`config.mk`:
```
export PLATFORM = sky130hd
export DESIGN_NAME = muxn_1_reg
export DESIGN_NICKNAME = d
export VERILOG_FILES = /design/src/rtl/muxn_1_reg.sv
export SDC_FILE = /design/constraint.sdc
export NUM_CORES = 1
export LEC_CHECK = 0
export ABC_AREA = 1
export CAP_MARGIN = 20
export CORE_MARGIN = 4
export CORE_UTILIZATION = 37
export CTS_BUF_LIST = sky130_fd_sc_hd__clkbuf_4
export DETAILED_ROUTE_END_ITERATION = 7
export PLACE_DENSITY = 0.95
export SYNTH_ARGS = -nofsm -noshare
export SYNTH_HDL_FRONTEND = slang
export SYNTH_SLANG_ARGS = --single-unit
```
`constraint.sdc`:
```
create_clock -name clk -period 2.1 [get_ports clk]
set_input_delay 0.315 -clock clk [delete_from_list [all_inputs] [get_ports clk]]
set_output_delay 0.315 -clock clk [all_outputs]
set_load 0.01 [all_outputs]
```
`src/rtl/muxn_1_reg.sv`:
```
// N-to-1 registered mux with valid/ready handshake on every channel and on the output.
// Define MUXN_RR_EN for round-robin arbitration; the default build uses fixed selection via s.
module muxn_1_reg #(
  parameter int unsigned W  = 32,
  parameter int unsigned N  = 4,
  parameter int unsigned SW = 2
) (
  input  logic            clk,
  input  logic            rst_n,
  input  logic [SW-1:0]   s,
  input  logic [N*W-1:0]  in_bus,
  input  logic [N-1:0]    in_valid,
  output logic [N-1:0]    in_ready,
  output logic [W-1:0]    y,
  output logic            y_valid,
  input  logic            y_ready,
  output logic [SW-1:0]   y_ch
);

  logic          slot_free;
  logic          grant_ok;
  logic          xfer;
  logic [SW-1:0] g;
  logic [W-1:0]  g_data;

  assign slot_free = !y_valid || y_ready;

`ifdef MUXN_RR_EN
  logic [SW-1:0] ptr;
  int unsigned   best;
  int unsigned   dist;

  // Pick the valid channel closest above ptr (mod N); distance 0 is ptr+1.
  always_comb begin
    g        = '0;
    grant_ok = 1'b0;
    best     = N;
    dist     = 0;
    for (int unsigned i = 0; i < N; i++) begin
      dist = (i + N - 1 - 32'(ptr)) % N;
      if (in_valid[i] && dist < best) begin
        best     = dist;
        g        = SW'(i);
        grant_ok = 1'b1;
      end
    end
  end

  always_ff @(posedge clk or negedge rst_n) begin
    if (!rst_n)
      ptr <= SW'(N - 1);
    else if (xfer)
      ptr <= g;
  end
`else
  always_comb begin
    g        = s;
    grant_ok = (32'(s) < N);
  end
`endif

  always_comb begin
    g_data = '0;
    for (int unsigned i = 0; i < N; i++) begin
      if (g == SW'(i))
        g_data = in_bus[i*W +: W];
    end
  end

  // Gated by rst_n so in_ready reads zero throughout reset even though the slot looks free.
  always_comb begin
    in_ready = '0;
    for (int unsigned i = 0; i < N; i++) begin
      in_ready[i] = rst_n && slot_free && grant_ok && (g == SW'(i));
    end
  end

  assign xfer = |(in_valid & in_ready);

  always_ff @(posedge clk or negedge rst_n) begin
    if (!rst_n) begin
      y       <= '0;
      y_ch    <= '0;
      y_valid <= 1'b0;
    end else if (xfer) begin
      y       <= g_data;
      y_ch    <= g;
      y_valid <= 1'b1;
    end else if (y_ready) begin
      y_valid <= 1'b0;
    end
  end

endmodule

```
==> impl_summary.log <==
[metrics] run status: complete, no violations
[metrics] Max Clk Rate: 0.514 GHz
[metrics] Post-Synthesis Mean Instance Area: 6.44 sq um
[metrics] maximum number of pins on one net before global-route repair: 38
[metrics] count of inserted antenna diode cells: 0
[metrics] number of design rule violations left after detail routing: 0
[metrics] post-route core utilization: 73.5%
[metrics] final layout net count: 661
[metrics] floorplan die height: 85.1 um
[metrics] # IOs: 176
[metrics] area grow syn2layout: 88.5%
[metrics] most numerous cell in the Yosys netlist: sky130_fd_sc_hd__nand2_1
[metrics] clock tree from TritonCTS: yes
[metrics] required time of the critical path: 1780 ps
[metrics] fraction of power spent switching nets: 32.9%
[metrics] share of the synthesized area in the top cell type: 39.8%
[metrics] FP Rows: 27
[metrics] routed wire length per instance: 15.5 um
[metrics] number of iterations in the first detailed-routing pass: 4
[metrics] maximum vdd drop: 0.338 mV
[metrics] arrival time worst endpoint: 1630 ps
[metrics] sequential share of power: 38.9%
[metrics] area occupied by multi-input gates: 1200 sq um
[metrics] post-route worst setup slack: 154 ps
[metrics] leakage power: 1.89 nW
[metrics] fraction of the cycle the final worst path needs: 92.7%
[metrics] number of synthesized register bits: 35
[metrics] Critical Path Fanout Max: 4
[metrics] Cell Area, Placed: 4100 sq um
[metrics] global-route wire length before repair: 14800 um
[metrics] antenna violations before repair: 0
[metrics] drt initial violations: 123
[metrics] number of nets with antenna violations after routing: 0
[metrics] final total power: 2.41 mW
[metrics] transition time at the pin with the least slew margin: 461 ps
[metrics] number of standard cells in the final layout excluding fillers: 597
[metrics] cell taking the most area after synthesis: sky130_fd_sc_hd__dfrtp_1
[metrics] number of enable flip-flop cells after synthesis: 0
[metrics] number of buffers on the longest clock path: 2
[metrics] port bufs: 175
[metrics] summed instance area of the synthesized netlist: 2200 sq um
[metrics] via count of the routed design: 3030
[metrics] Clock power frac: 15.0%
[metrics] worst max-slew margin expressed relative to the limit: 69.2%
[metrics] unrepaired setup endpoints after global routing: false
[metrics] critical path start-end classification: input port to output pin
[metrics] Internal: 1.62 mW
[metrics] post-DP HPWL: 7350 um
[metrics] final number of hold-violating endpoints: 0
[metrics] total count of max-transition violations in the final report: 0
[metrics] number of global-route vias before repair: 3277
[metrics] power per cell area: 581 nW/um^2
[metrics] count of distinct cell types in the synthesized netlist: 18
[metrics] clock insertion delay at the later pin of the skew report: 340 ps
[metrics] Die Footprint: 7250 sq um
[metrics] global placer's final weighted congestion: 0.855
[metrics] initial core utilization: 39.0%
[metrics] proportion of layout cells with a drive suffix above 1: 7.62%
[metrics] placed cells: 589
[metrics] count of max-cap constraint violations: 0
[metrics] per-cell via count in the routed design: 5.08
[metrics] final wirelength: 9240 um
[metrics] setup TNS: 0 ps
[metrics] cell at the root of the clock tree: sky130_fd_sc_hd__clkbuf_4
[metrics] kind of end point of the critical path: output pin
[metrics] sinks on the clock net: 35
[metrics] post-route cell area: 4150 sq um
[metrics] hold crit path type: input port to asynchronous set/reset pin
[metrics] combinational cell fraction of total power: 46.1%
[metrics] cell types with the largest area share after synthesis: sky130_fd_sc_hd__dfrtp_1 40%, sky130_fd_sc_hd__nand2_1 34%, sky130_fd_sc_hd__nand4_1 9.7%
[metrics] total overflow reported by the global router: 0
[metrics] GRT Util Overall: 25.4%
[metrics] Setup Viol. Count Final: 0
[metrics] area occupied by registers: 876 sq um
[metrics] number of H-tree branching levels: 2
[metrics] minimum hold slack: 31.3 ps
[metrics] most common flop cell mapped by yosys: sky130_fd_sc_hd__dfrtp_1
[metrics] gate count of the mapped netlist: 342
[metrics] Clock transition at path regs: 110 ps
[metrics] CORE AREA: 5640 sq um
[metrics] Critical Path Source Type: input port
[metrics] setup skew after layout: 8.30 ps
[metrics] post-synthesis net count: 479
[metrics] worst setup slack before clock tree synthesis: -190 ps
[metrics] count of synthesis-stage warnings from yosys: 0
[metrics] clock buffers created by TritonCTS: 5
[metrics] DIE WIDTH: 85.1 um
[metrics] post-route minimum period: 1950 ps
[metrics] final-layout fill cell count: 457
[metrics] most used standard cells in the synthesized netlist: 199 x sky130_fd_sc_hd__nand2_1, 35 x sky130_fd_sc_hd__dfrtp_1, 34 x sky130_fd_sc_hd__nand4_1
[metrics] switching power total: 0.794 mW
[metrics] share of synthesized area occupied by flip-flops and latches: 39.8%
[metrics] share of flip-flops with an asynchronous set or reset: 100%
==> layer usage <==
layer  GRT usage, %  routed length (um)  vias up
met4           8.78                 218        0
met2           47.0                4840      144
met5              0                   0        -
met1           26.8                3370     1393
met3           8.25                 807       21
li1               -                   -     1472
==> critical path: stages <==
cell	delay (ps)
sky130_fd_sc_hd__clkdlybuf4s50_1	460
sky130_fd_sc_hd__inv_1	70
sky130_fd_sc_hd__a21oi_2	200
sky130_fd_sc_hd__inv_1	130
sky130_fd_sc_hd__nor3_1	150
sky130_fd_sc_hd__dlygate4sd2_1	310
==> state kept, by name (all words and copies together) (netlist names) <==
| name | count |
|---|---|
| y_valid | 1 |
| y | 32 |
| y_ch | 2 |
==> worst paths after layout <==
| check | slack (ps) | from | end | cells past startpoint |
|---|---|---|---|---|
| min | 30 | rst_n | y[11] | 2 |
| max in group asynchronous | 1740 | rst_n | y[0] | 2 |
| min reg2reg | 490 | y[8] | y[8] | 2 |
| max | 150 | y_ready | in_ready[2] | 6 |
| max reg2reg | 670 | y_valid | y[11] | 6 |
| min in group clk | 490 | y[8] | y[8] | 2 |
==> area by class of cell <==
type	instances	share of cell area [%]
clock inverters	3	0.362
repair buffers	196	45.8
multi-input cells	279	29.0
well taps	72	2.17
inverters	7	0.633
clock buffers	5	0.905
flip-flops and latches	35	21.1
==> what timing repair did <==
action,4_1_cts,5_1_grt
setup endpoints to repair,4,0
buffers inserted,0,0
gates resized for setup,5,0
hold buffers,0,0
==> cell families after synthesis <==
family / after synthesis / share of synthesized area, %
DFF: 35 / 39.8
buffers and inverters: 28 / 5.74
AOI/OAI and AO/OA: 34 / 7.73
and+or+nand+nor: 245 / 46.7
==> power by group through the flow <==
stage | clock network (mW) | logic (mW) | registers, mW
floorplan | 0 | 0.286 | 1.02
global placement | 0 | 1.08 | 0.937
detailed placement | 0 | 1.12 | 0.946
CTS | 0.366 | 1.12 | 0.936
global route | 0.403 | 1.21 | 0.959
finish | 0.362 | 1.11 | 0.937
==> cells in the final DEF (no fill, tap or decap) <==
master                            instances
sky130_fd_sc_hd__a21oi_2                  1
sky130_fd_sc_hd__buf_2                    1
sky130_fd_sc_hd__buf_4                   21
sky130_fd_sc_hd__clkbuf_4                 5
sky130_fd_sc_hd__clkdlybuf4s50_1        170
sky130_fd_sc_hd__clkinv_2                 3
sky130_fd_sc_hd__dfrtp_1                 35
sky130_fd_sc_hd__dlygate4sd2_1            4
sky130_fd_sc_hd__inv_1                    4
sky130_fd_sc_hd__inv_2                    3
sky130_fd_sc_hd__nand2_1                199
sky130_fd_sc_hd__nand2_2                  2
sky130_fd_sc_hd__nand3_1                  2
sky130_fd_sc_hd__nand4_1                 34
sky130_fd_sc_hd__nor2_1                   1
sky130_fd_sc_hd__nor2_2                   3
sky130_fd_sc_hd__nor2_4                   1
sky130_fd_sc_hd__nor3_1                   3
sky130_fd_sc_hd__o21ai_0                 31
sky130_fd_sc_hd__o21ai_1                  2
No activity file was read; power rests on OpenSTA's default activity.
